File: src/rtl/cache_mem_arbiter_pkg.sv
// ---------------------------------------------------------------------------
// cache_mem_arbiter_pkg
// Shared definitions for the cache-to-memory arbiter and the caches around it.
//   GRANT_I / GRANT_D : encoding of which cache currently owns the memory port
//   LINE_WORDS        : words per cache line (burst length of a cached access)
//   OFFSET_WIDTH      : byte-offset bits inside one line
//   arb_state_e       : arbiter FSM state encoding
//   any_req()         : a 4-bit request/strobe vector counts as a request if
//                       any bit is set
// ---------------------------------------------------------------------------
package cache_mem_arbiter_pkg;

  localparam logic GRANT_I = 1'b0;
  localparam logic GRANT_D = 1'b1;

  localparam int LINE_WORDS   = 16;
  localparam int OFFSET_WIDTH = $clog2(LINE_WORDS) + 2;

  typedef enum logic [1:0] {
    ST_IDLE = 2'd0,
    ST_ADDR = 2'd1,
    ST_DATA = 2'd2
  } arb_state_e;

  function automatic logic any_req(input logic [3:0] req);
    return |req;
  endfunction

endpackage

File: src/rtl/cache_mem_arbiter_rr_arbiter2.sv
// ---------------------------------------------------------------------------
// rr_arbiter2
// Two-requester round-robin arbiter, purely combinational.
//   req_icache  : instruction cache is requesting
//   req_dcache  : data cache is requesting
//   last_grant  : requester served most recently (GRANT_I / GRANT_D)
//   grant_valid : at least one requester is active
//   grant       : chosen requester (only meaningful when grant_valid)
// ---------------------------------------------------------------------------
module rr_arbiter2
  import cache_mem_arbiter_pkg::*;
(
  input  logic req_icache,
  input  logic req_dcache,
  input  logic last_grant,
  output logic grant_valid,
  output logic grant
);

  // When both caches compete, the one not served last time wins.
  always_comb begin
    grant_valid = req_icache | req_dcache;
    grant       = GRANT_I;
    if (req_icache && req_dcache) begin
      grant = ~last_grant;
    end else if (req_dcache) begin
      grant = GRANT_D;
    end
  end

endmodule

File: src/rtl/cache_mem_arbiter.sv
// ---------------------------------------------------------------------------
// cache_mem_arbiter
// Shares the single burst-capable memory port (SRAM-AXI bridge side) between
// the instruction cache and the data cache. One cache is granted at a time;
// its address, direction, strobe and burst length are latched, the address
// phase and the beat phases are sequenced, and handshake responses are routed
// back to the granted cache only.
//
// Ports:
//   cache_clk, cache_rst         clock, asynchronous active-high reset
//   i_req/i_uncached/i_addr      icache request (active if any i_req bit set)
//   i_addr_ok/i_beat_ok/
//   i_data_ok/i_rdata            icache responses
//   d_req/d_wr/d_uncached/
//   d_addr/d_wdata               dcache request (d_req doubles as byte strobe)
//   d_addr_ok/d_beat_ok/
//   d_data_ok/d_rdata            dcache responses
//   mem_req/mem_wr/mem_strb/
//   mem_len/mem_addr/mem_wdata   memory-side request (mem_len = beats - 1)
//   mem_addr_ok/mem_beat_ok/
//   mem_data_ok/mem_rdata        memory-side responses
//   protocol_err                 sticky flag: burst length mismatch or a
//                                memory handshake in the wrong phase
// ---------------------------------------------------------------------------
module cache_mem_arbiter #(
  parameter int ADDR_W     = 32,
  parameter int DATA_W     = 32,
  parameter int LINE_WORDS = 16
) (
  input  logic              cache_clk,
  input  logic              cache_rst,

  input  logic [3:0]        i_req,
  input  logic              i_uncached,
  input  logic [ADDR_W-1:0] i_addr,
  output logic              i_addr_ok,
  output logic              i_beat_ok,
  output logic              i_data_ok,
  output logic [DATA_W-1:0] i_rdata,

  input  logic [3:0]        d_req,
  input  logic              d_wr,
  input  logic              d_uncached,
  input  logic [ADDR_W-1:0] d_addr,
  input  logic [DATA_W-1:0] d_wdata,
  output logic              d_addr_ok,
  output logic              d_beat_ok,
  output logic              d_data_ok,
  output logic [DATA_W-1:0] d_rdata,

  output logic              mem_req,
  output logic              mem_wr,
  output logic [3:0]        mem_strb,
  output logic [3:0]        mem_len,
  output logic [ADDR_W-1:0] mem_addr,
  output logic [DATA_W-1:0] mem_wdata,
  input  logic              mem_addr_ok,
  input  logic              mem_beat_ok,
  input  logic              mem_data_ok,
  input  logic [DATA_W-1:0] mem_rdata,

  output logic              protocol_err
);

  import cache_mem_arbiter_pkg::*;

  localparam int LEN_W = 4;
  localparam int OFF_W = $clog2(LINE_WORDS) + 2;
  localparam int CNT_W = $clog2(LINE_WORDS) + 1;
  localparam logic [CNT_W-1:0] CNT_MAX = '1;
  localparam logic [LEN_W-1:0] LEN_LINE = LEN_W'(LINE_WORDS - 1);

  arb_state_e        state_q, state_d;
  logic              last_grant_q, last_grant_d;
  logic              grant_q, grant_d;
  logic              wr_q, wr_d;
  logic [3:0]        strb_q, strb_d;
  logic [ADDR_W-1:0] addr_q, addr_d;
  logic [LEN_W-1:0]  len_q, len_d;
  logic [CNT_W-1:0]  beat_cnt_q, beat_cnt_d;
  logic              protocol_err_q, protocol_err_d;

  logic              arb_valid;
  logic              arb_grant;
  logic              sel_uncached;
  logic [ADDR_W-1:0] sel_addr;
  logic [CNT_W-1:0]  beat_cnt_inc;
  logic [CNT_W-1:0]  beats_seen;
  logic [CNT_W-1:0]  beats_expected;

  rr_arbiter2 u_rr_arbiter2 (
    .req_icache  (any_req(i_req)),
    .req_dcache  (any_req(d_req)),
    .last_grant  (last_grant_q),
    .grant_valid (arb_valid),
    .grant       (arb_grant)
  );

  assign sel_uncached = (arb_grant == GRANT_D) ? d_uncached : i_uncached;
  assign sel_addr     = (arb_grant == GRANT_D) ? d_addr : i_addr;

  // Saturating beat count; beats_seen includes a beat arriving this cycle so
  // the final beat is counted when it coincides with mem_data_ok.
  assign beat_cnt_inc   = (beat_cnt_q == CNT_MAX) ? beat_cnt_q : beat_cnt_q + CNT_W'(1);
  assign beats_seen     = mem_beat_ok ? beat_cnt_inc : beat_cnt_q;
  assign beats_expected = CNT_W'(len_q) + CNT_W'(1);

  always_ff @(posedge cache_clk or posedge cache_rst) begin
    if (cache_rst) begin
      state_q        <= ST_IDLE;
      last_grant_q   <= GRANT_I;
      grant_q        <= GRANT_I;
      wr_q           <= 1'b0;
      strb_q         <= '0;
      addr_q         <= '0;
      len_q          <= '0;
      beat_cnt_q     <= '0;
      protocol_err_q <= 1'b0;
    end else begin
      state_q        <= state_d;
      last_grant_q   <= last_grant_d;
      grant_q        <= grant_d;
      wr_q           <= wr_d;
      strb_q         <= strb_d;
      addr_q         <= addr_d;
      len_q          <= len_d;
      beat_cnt_q     <= beat_cnt_d;
      protocol_err_q <= protocol_err_d;
    end
  end

  // Next-state and output logic. Every response output is qualified by the
  // state and the latched grant, so the non-granted cache only ever sees 0.
  always_comb begin
    state_d        = state_q;
    last_grant_d   = last_grant_q;
    grant_d        = grant_q;
    wr_d           = wr_q;
    strb_d         = strb_q;
    addr_d         = addr_q;
    len_d          = len_q;
    beat_cnt_d     = beat_cnt_q;
    protocol_err_d = protocol_err_q;

    mem_req   = 1'b0;
    mem_wr    = 1'b0;
    mem_strb  = '0;
    mem_len   = '0;
    mem_addr  = '0;
    mem_wdata = '0;
    i_addr_ok = 1'b0;
    i_beat_ok = 1'b0;
    i_data_ok = 1'b0;
    i_rdata   = '0;
    d_addr_ok = 1'b0;
    d_beat_ok = 1'b0;
    d_data_ok = 1'b0;
    d_rdata   = '0;

    // Handshakes arriving in the wrong phase are dropped but remembered.
    if (mem_addr_ok && (state_q != ST_ADDR)) begin
      protocol_err_d = 1'b1;
    end
    if ((mem_beat_ok || mem_data_ok) && (state_q != ST_DATA)) begin
      protocol_err_d = 1'b1;
    end

    case (state_q)
      ST_IDLE: begin
        if (arb_valid) begin
          grant_d = arb_grant;
          wr_d    = (arb_grant == GRANT_D) ? d_wr : 1'b0;
          strb_d  = (arb_grant == GRANT_D) ? d_req : 4'hF;
          len_d   = sel_uncached ? '0 : LEN_LINE;
          // Cached refills/writebacks always start at the line boundary.
          addr_d  = sel_uncached ? sel_addr : {sel_addr[ADDR_W-1:OFF_W], {OFF_W{1'b0}}};
          state_d = ST_ADDR;
        end
      end

      ST_ADDR: begin
        mem_req  = 1'b1;
        mem_wr   = wr_q;
        mem_strb = strb_q;
        mem_len  = len_q;
        mem_addr = addr_q;
        if (mem_addr_ok) begin
          mem_req    = 1'b0;
          i_addr_ok  = (grant_q == GRANT_I);
          d_addr_ok  = (grant_q == GRANT_D);
          beat_cnt_d = '0;
          state_d    = ST_DATA;
        end
      end

      ST_DATA: begin
        mem_wr    = wr_q;
        mem_strb  = strb_q;
        mem_len   = len_q;
        mem_addr  = addr_q;
        mem_wdata = ((grant_q == GRANT_D) && wr_q) ? d_wdata : '0;
        if (mem_beat_ok) begin
          beat_cnt_d = beat_cnt_inc;
          if (grant_q == GRANT_I) begin
            i_beat_ok = 1'b1;
            i_rdata   = mem_rdata;
          end else begin
            d_beat_ok = 1'b1;
            d_rdata   = mem_rdata;
          end
        end
        if (mem_data_ok) begin
          i_data_ok    = (grant_q == GRANT_I);
          d_data_ok    = (grant_q == GRANT_D);
          if (beats_seen != beats_expected) begin
            protocol_err_d = 1'b1;
          end
          last_grant_d = grant_q;
          state_d      = ST_IDLE;
        end
      end

      default: begin
        state_d = ST_IDLE;
      end
    endcase
  end

  assign protocol_err = protocol_err_q;

endmodule

File: config.mk
export PLATFORM = sky130hd
export DESIGN_NAME = cache_mem_arbiter
export DESIGN_NICKNAME = d
export VERILOG_FILES = /design/src/rtl/cache_mem_arbiter_pkg.sv /design/src/rtl/cache_mem_arbiter_rr_arbiter2.sv /design/src/rtl/cache_mem_arbiter.sv
export SDC_FILE = /design/constraint.sdc
export NUM_CORES = 1
export LEC_CHECK = 0
export CORE_MARGIN = 3
export CORE_UTILIZATION = 29
export DETAILED_ROUTE_END_ITERATION = 6
export PLACE_DENSITY = 0.81
export RECOVER_POWER = 25
export REMOVE_ABC_BUFFERS = 1
export SLEW_MARGIN = 20
export SYNTH_ARGS = -nofsm -noshare
export SYNTH_HDL_FRONTEND = slang
export SYNTH_SLANG_ARGS = --single-unit
File: constraint.sdc
create_clock -name cache_clk -period 2.79 [get_ports cache_clk]
set_clock_uncertainty 0.2 [all_clocks]
set_input_delay 0.837 -clock cache_clk [delete_from_list [all_inputs] [get_ports cache_clk]]
set_output_delay 0.837 -clock cache_clk [all_outputs]
set_load 0.02 [all_outputs]
# After elaboration in Yosys (flattened, before gate mapping)
# Index checks and enable logic that the tools add are counted.
[totals]
latchBits = 0
n_memories = 0
romBits = 0
ramBits = 0
inputBits = 144
elab_cells = 86
output_inout_bits = 145
ff_bits = 51
[classes]
div = 0
mul = 0
reduce_logical = 14
bitwise_logic = 3
muxes = 49
eq_ne = 9
n_shift = 0
order_cmp = 0
addsub = 2
[ops]
columns = ["cell", "n"]
rows = [
  ["32-bit two-way mux", 10],
  ["1-bit two-way mux", 26],
  ["4-bit two-way mux", 4],
  ["5-bit two-way mux", 3],
  ["5-bit one-hot mux with 2 select lines", 1],
  ["2-bit inequality test (second input constant)", 4],
  ["4-bit OR reduction", 2],
  ["2-bit two-way mux", 3],
  ["6-bit two-way mux", 1],
  ["2-bit one-hot mux with 3 select lines", 1],
  ["2-bit AND reduction", 3],
  ["4-bit by 1-bit adder with 5-bit output (second input constant)", 1],
  ["5-bit by 1-bit adder with 5-bit output (second input constant)", 1],
  ["5-bit equality test (second input constant)", 1],
  ["5-bit inequality test", 1],
  ["1-bit logical AND", 4],
  ["3-bit AND reduction", 1],
  ["2-bit by 1-bit equality test with 1-bit output (second input constant)", 1],
  ["2-bit equality test (second input constant)", 1],
  ["2-bit logical NOT", 1],
  ["2-bit by 1-bit inequality test with 1-bit output (second input constant)", 1],
  ["1-bit inverter", 2],
  ["2-bit nonzero test", 1],
  ["2-bit OR reduction", 1],
  ["other kinds (2)", 2],
]

# Logic depth before layout (Yosys ltp)
# Gate-level depths: netlist (run 1).
[logic_depth]
ltp_word = 7
mapped_depth = 7
mapped_depth_nobuf = 7

# Hierarchy
# A second synthesis (run 1) with hierarchy kept.
[hier_totals]
hier_cells = 406
hier_area_um2 = 3372.0
[modules_own_cells]
columns = ["module", "area_each_um2", "cells_each", "instances", "seq_area_each_um2"]
rows = [
  ["cache_mem_arbiter", 3358.2, 404, 1, 1201.2],
  ["rr_arbiter2", 13.8, 2, 1, 0.0],
]

# Worst setup path before layout (run 1)
# Ideal clock, no wire load.
[synth_path]
path_type = "in2out"
from = "input port mem_beat_ok"
to = "output port i_rdata[22]"
n_path_buf = 2
t_arrival_ns = 2.149
path_slack_ns = -0.396
t_required_ns = 1.753
stages = 5
cell_sequence = "clkbuf_1 > inv_1 > nor3_1 > clkbuf_1 > and2_1"
[synth_via]
elab_chain_cells = 2
[synth_rtl]
columns = ["element", "line_no", "rtl"]
rows = [
  ["start, declared", "cache_mem_arbiter.sv:58", "input logic mem_beat_ok,"],
  ["32-bit two-way mux", "cache_mem_arbiter.sv:202", "if (mem_beat_ok) begin"],
  ["32-bit two-way mux", "cache_mem_arbiter.sv:168", "case (state_q)"],
  ["end, declared", "cache_mem_arbiter.sv:39", "output logic [DATA_W-1:0] i_rdata,"],
]
# Every way passes these cells.

# Worst setup path after layout (run 1)
[layout_path]
from = "input port d_wdata[23]"
to = "output port mem_wdata[23]"
[layout_via]
elab_chain_cells = 2
[layout_rtl]
columns = ["element", "line_no", "rtl"]
rows = [
  ["start, declared", "cache_mem_arbiter.sv:45", "input logic [DATA_W-1:0] d_wdata,"],
  ["32-bit two-way mux", "cache_mem_arbiter.sv:201", "mem_wdata = ((grant_q == GRANT_D) && wr_q) ? d_wdata : '0;"],
  ["32-bit two-way mux", "cache_mem_arbiter.sv:168", ""],
  ["end, declared", "cache_mem_arbiter.sv:56", "output logic [DATA_W-1:0] mem_wdata,"],
]
# Every way passes these cells.

==> impl_metrics.toml, run 1 <==
[run_status]
status = "finished clean"

[sta]
setup_ws_ps = 39.1
relSlewSlack_pct = 48.6
fin_crit_ps = 2750
rsz0062_at_grt = "true"
setup_tns_ps = 0
fin_crit_sh_pct = 98.6
final-hold-violation-count = 0
worstMarginPinSlew_ps = 771
setup_viol = 0
max_freq_ghz = 0.364
report.final.slew_viol_count = 0

[synth]
syn_area_per_cell_sq_um = 8.45
yosys-top-cells-area = "dfrtp_1 (36%), and2_1 (25%), mux2i_1 (10%)"
async_flop_share_pct = 100
synth-seq-area-share_pct = 35.5
synth_ff_type = "dfrtp_1"
syn_inst = 400
synth_top_area_share_pct = 35.5
synth-seq-cells = 48
syn-cell-area_sq_um = 3380
synth_edf_count = 0
yosysUniqueCellTypes = 40
yosys.area.top_type = "dfrtp_1"
synth.most_common_cell = "and2_1"
synthTopCellsByCount = "and2_1 (135), dfrtp_1 (48), nand2_1 (46)"
yosys_warnings = 0

[routing]
drc = 0
vias_per_cell = 4.64
wl_per_cell_um = 16.6
final_antenna_net_count = 0
first_pass_iters = 4
wl_mm = 13.9
vias = 3882
drt-initial-drc-count = 173

[clock_tree]
cts_tree = "done"
cts_htree_levels = 2
clockBufferDepth = 2
clk_pin_slew_ps = 60
ctsHoldBuffers = 0
cts_root_buffer = "clkbuf_16"
cts_buffers = 5
clock_sinks = 48
insertion_delay_ps = 280

[min_path]
min_path_type = "reg2reg"
hold_depth = 2

[placed_design]
pre_cts_ws_ps = -867
dp_hpwl_mm = 11.1
portBuffers = 288
globalplace.congestion = 0.966

[floorplan]
die-area_sq_um = 13000
start_util_pct = 30.4
die_y_um = 114
io-pin-count = 289
die_w_um = 114
core_sq_um = 11100
rows = 38

[setup_path]
cp.depth = 3
startpoint_type = "primary input"
worstSetupPathType = "in2out"
r2r_cells = 5
worstPathArrival_ps = 1710
required_ps = 1750
cp_max_fo = 1
slowest_stage = "clkdlybuf4s50_1"
path_buf_inv = 2
max_stage_delay_ps = 490
critPathCaptureType = "primary output"
path_cells = "clkdlybuf4s50_1 > and2_1 > clkdlybuf4s15_2"
crit_family = "buffers and inverters"

[grt]
grt_max_degree = 37
grt_pass1_vias = 3969
antenna_found_initial = 1
gr-total-overflow = 0
grt.total_usage_pct = 20.3
grt_pass1_wl_mm = 21.2

[pwr]
power_density_nw_per_um2 = 812
p_leak_uw = 0.00308
total_power_uw = 5240
ir_drop_mv = 0.458

[cells_and_area]
syn_to_final_growth_pct = 90.9
layout-drive-gt1-share_pct = 28.8
nets = 844
nFillCells = 1020

[flow_run]
max_cap_viol_count = 0
-- cell type report --
type / instances / area, sq um / area share (%)
timing repair buffer: 322 / 2830 / 43.8
multi-input combinational: 311 / 2060 / 31.9
sequential: 48 / 1200 / 18.6
tap: 140 / 175 / 2.71
clock buffer: 5 / 125 / 1.94
inverter: 8 / 32.5 / 0.504
clock inverter: 1 / 30.0 / 0.465
antenna: 1 / 2.50 / 0.0388
-- kinds of logic (layout without fill, tap and decap cells) --
group / Yosys count / count (layout) / synth area share, %
adder cells (fa/ha/maj): 4 / 4 / 1.48
flip-flops: 48 / 48 / 35.5
AND/OR/NAND/NOR: 209 / 209 / 35.2
buffers and inverters: 41 / 336 / 5.96
AO/OA/AOI/OAI: 62 / 62 / 11.1
other: 0 / 1 / 0
multiplexers: 36 / 36 / 10.7
-- sequential cells by signal (all words and copies together) (netlist names) --
register / cells
addr_q: 32
beat_cnt_q: 5
strb_q: 4
state_q: 2
grant_q: 1
last_grant_q: 1
len_q: 1
protocol_err: 1
wr_q: 1
-- worst reg2reg max path, delay by kind of cell (launching register included) --
| family | cells | cell delay (ps) |
|---|---|---|
| compound gates | 2 | 710 |
| flops | 1 | 480 |
| simple gates | 2 | 460 |
| fa+ha+maj | 1 | 300 |
-- metal layers --
metal	share of wire, %	global-route usage, %
met5	0	0
met1	38	23.3
met3	7.9	4.56
met2	52	38.1
met4	1.3	4.35
-- per-stage QoR --
step	hold WS, ps	util, %	area, sq um	cells
6_report	273	58.0	6450	836
5_1_grt	305	58.0	6450	836
4_1_cts	278	58.2	6470	832
3_5_place_dp	264	59.4	6600	823
3_3_place_gp	257	59.4	6600	823
2_1_floorplan	242	-	3210	367
-- path summary, 6_finish.rpt --
check | start | to | slack [ps]
min in group asynchronous | cache_rst | addr_q[25] | 810
max in group asynchronous | cache_rst | addr_q[3] | 520
hold / removal | addr_q[12] | addr_q[12] | 270
setup reg to reg | beat_cnt_q[0] | protocol_err | 510
setup / recovery | d_wdata[23] | mem_wdata[23] | 40
hold reg to reg | addr_q[12] | addr_q[12] | 270
-- cell usage in the layout (no fill, tap or decap), drive strengths merged, types with 6 or more instances in the layout --
| cell | count |
|---|---|
| clkdlybuf4s50 | 139 |
| and2 | 135 |
| buf | 122 |
| dfrtp | 48 |
| nand2 | 46 |
| o21ai | 39 |
| mux2i | 35 |
| clkdlybuf4s15 | 33 |
| clkbuf | 26 |
| inv | 8 |
| nor2 | 6 |
-- report_power, final --
group	leakage, uW	switching [uW]	internal (uW)
registers	0.000590	191	999
logic	0.00242	1880	1520
clock network	0.0000758	240	413
-- what timing repair did --
item	4_1_cts	5_1_grt
resized for setup	509	72
buffers inserted	2	3
cloned	1	2
endpoints found under the setup margin	144	117
pin swaps	1	4
Note: power is estimated with default switching activity, not from simulation.
==> run 2: changes to the inputs <==
CAP_MARGIN = 15   (was default)
SETUP_SLACK_MARGIN = 0.5   (was default)
==> run 2 against run 1 <==
Non-clock buffer count grew 28; fmax grew 0.47%; via count grew 9.1%; first-iteration DRC count grew 14%; final cell count grew 3.2%; worst hold slack gained 3.1 ps; largest cell class unchanged.
==> impl_metrics.toml, run 2 (same netlist as run 1, synthesis figures left out) <==
[run_status]
status = "finished clean"

[floorplan]
rows = 38
io-pin-count = 289
start_util_pct = 30.4
die_y_um = 114
core_sq_um = 11100
die-area_sq_um = 13000
die_w_um = 114

[pwr]
p_int_uw = 4230
power_density_nw_per_um2 = 908
ir_drop_mv = 0.624
clkPwrFrac_pct = 9.3
switchingPower_uw = 2830
p_sw_share_pct = 40.1
p_seq_share_pct = 17.2
total_power_uw = 7070
p_leak_uw = 0.00369
combPwrFrac_pct = 73.5

[setup_path]
r2r_end = "protocol_err"
path_buf_inv = 5
cp.depth = 7
r2r_cells = 5
slowest_stage = "nor3_4"
required_ps = 1750
path_cells = "buf_8 > inv_4 > nor3_4 > buf_6 > clkbuf_16 > and2_4 > buf_6"
crit_start = "mem_beat_ok"
worstSetupPathType = "in2out"
worstPathArrival_ps = 1700
critPathCaptureType = "primary output"
max_stage_delay_ps = 200
startpoint_type = "primary input"
crit_end = "i_rdata[24]"
cp_max_fo = 8
reg2reg_slack_ps = 670
cpMostUsedCell = "buf_6"
crit_family = "buffers and inverters"
r2r-start = "beat_cnt_q[0]"

[grt]
gr-total-overflow = 0
grt_pass1_wl_mm = 21.7
grt.total_usage_pct = 20.7
grt_pass1_vias = 4129
antenna_found_initial = 0
grt_max_degree = 37

[cells_and_area]
insertedDiodeCount = 0
final_common_cell = "clkdlybuf4s50_1"
nFillCells = 778
largest_reg_flops = 32
layout-drive-gt1-share_pct = 47.7
syn_to_final_growth_pct = 130
largest_register = "addr_q"
finalInstanceArea_sq_um = 7780
reg.largest.list = "addr_q: 32 flops, beat_cnt_q: 5 flops, strb_q: 4 flops"
postLayoutCoreUtil_pct = 70.0
nets = 872
final_cell_mix = "clkdlybuf4s50_1 (127), buf_6 (118), and2_4 (99)"

[clock_tree]
cts_htree_levels = 2
clk_pin_slew_ps = 70
clock_sinks = 48
cts_buffers = 5
cts_tree = "done"
clockBufferDepth = 2
cts_root_buffer = "clkbuf_16"
insertion_delay_ps = 280

[routing]
final_antenna_net_count = 0
vias_per_cell = 4.91
drt-initial-drc-count = 197
drc = 0
wl_mm = 17.0
vias = 4234
first_pass_iters = 4
wl_per_cell_um = 19.7

[sta]
fin_crit_ps = 2740
setup_tns_ps = 0
report.final.slew_viol_count = 0
max_freq_ghz = 0.365
worstMarginPinSlew_ps = 782
relSlewSlack_pct = 47.9
rsz0062_at_grt = "true"
fin_crit_sh_pct = 98.1
final-hold-violation-count = 0
setup_viol = 0
hold_ws_ps = 276

[placed_design]
placed_cell_area_sq_um = 6600
portBuffers = 288
dp_hpwl_mm = 11.1
globalplace.congestion = 0.966

[min_path]
hold_depth = 2
min_path_type = "reg2reg"

[flow_run]
max_cap_viol_count = 0
[run 2: worst min-delay path by stage]
stage | from | endpoint | slack [ps]
2_1_floorplan | addr_q[11] | addr_q[11] | 240
3_3_place_gp | addr_q[12] | addr_q[12] | 260
3_5_place_dp | addr_q[12] | addr_q[12] | 260
4_1_cts | addr_q[12] | addr_q[12] | 280
5_1_grt | addr_q[29] | addr_q[29] | 310
6_report | addr_q[12] | addr_q[12] | 280
[run 2: through the flow]
| stage | worst slack [ps] | instances |
|---|---|---|
| global route | -4.89 | 863 |
| finish | 52.0 | 863 |
| global placement | -796 | 823 |
| CTS | -29.9 | 838 |
| detailed placement | -867 | 823 |
| floorplan | -1240 | 367 |
[run 2: timing repair]
| action | in CTS | in global routing |
|---|---|---|
| buffers inserted | 6 | 7 |
| gates resized for setup | 624 | 376 |
| hold buffers | 0 | 0 |
| endpoints found under the setup margin | 187 | 187 |
| pin swaps | 13 | 80 |
| cloned | 3 | 18 |
| hold endpoints to repair | 0 | 0 |
[run 2: power by group through the flow]
stage	registers (uW)	logic [uW]	clock network [uW]
CTS	1200	3920	675
floorplan	1130	1900	0
detailed placement	1200	3730	0
finish	1210	5190	659
global placement	1170	3680	0
global route	1250	5480	697
[run 2: tightest hold or removal path, stage by stage (launching register included)]
cell and delay, ps:
dfrtp_1 340, nand2_1 40, o21ai_0 60
[run 2: final cells by class]
class	count	area, sq um	area share [%]
Inverter	8	35.0	0.450
Clock buffer	5	125	1.61
Timing Repair Buffer	350	3840	49.4
Tap cell	140	175	2.25
Sequential cell	48	1200	15.4
Clock inverter	1	30.0	0.386
Multi-Input combinational cell	311	2370	30.5
[run 2: layer usage]
metal	track usage (%)	part of all wire, %	vias to the layer above
li1	-	-	1971
met1	23.6	37	2010
met2	38.4	53	214
met3	4.40	6.9	39
met4	6.57	3.4	0
met5	0	0	-
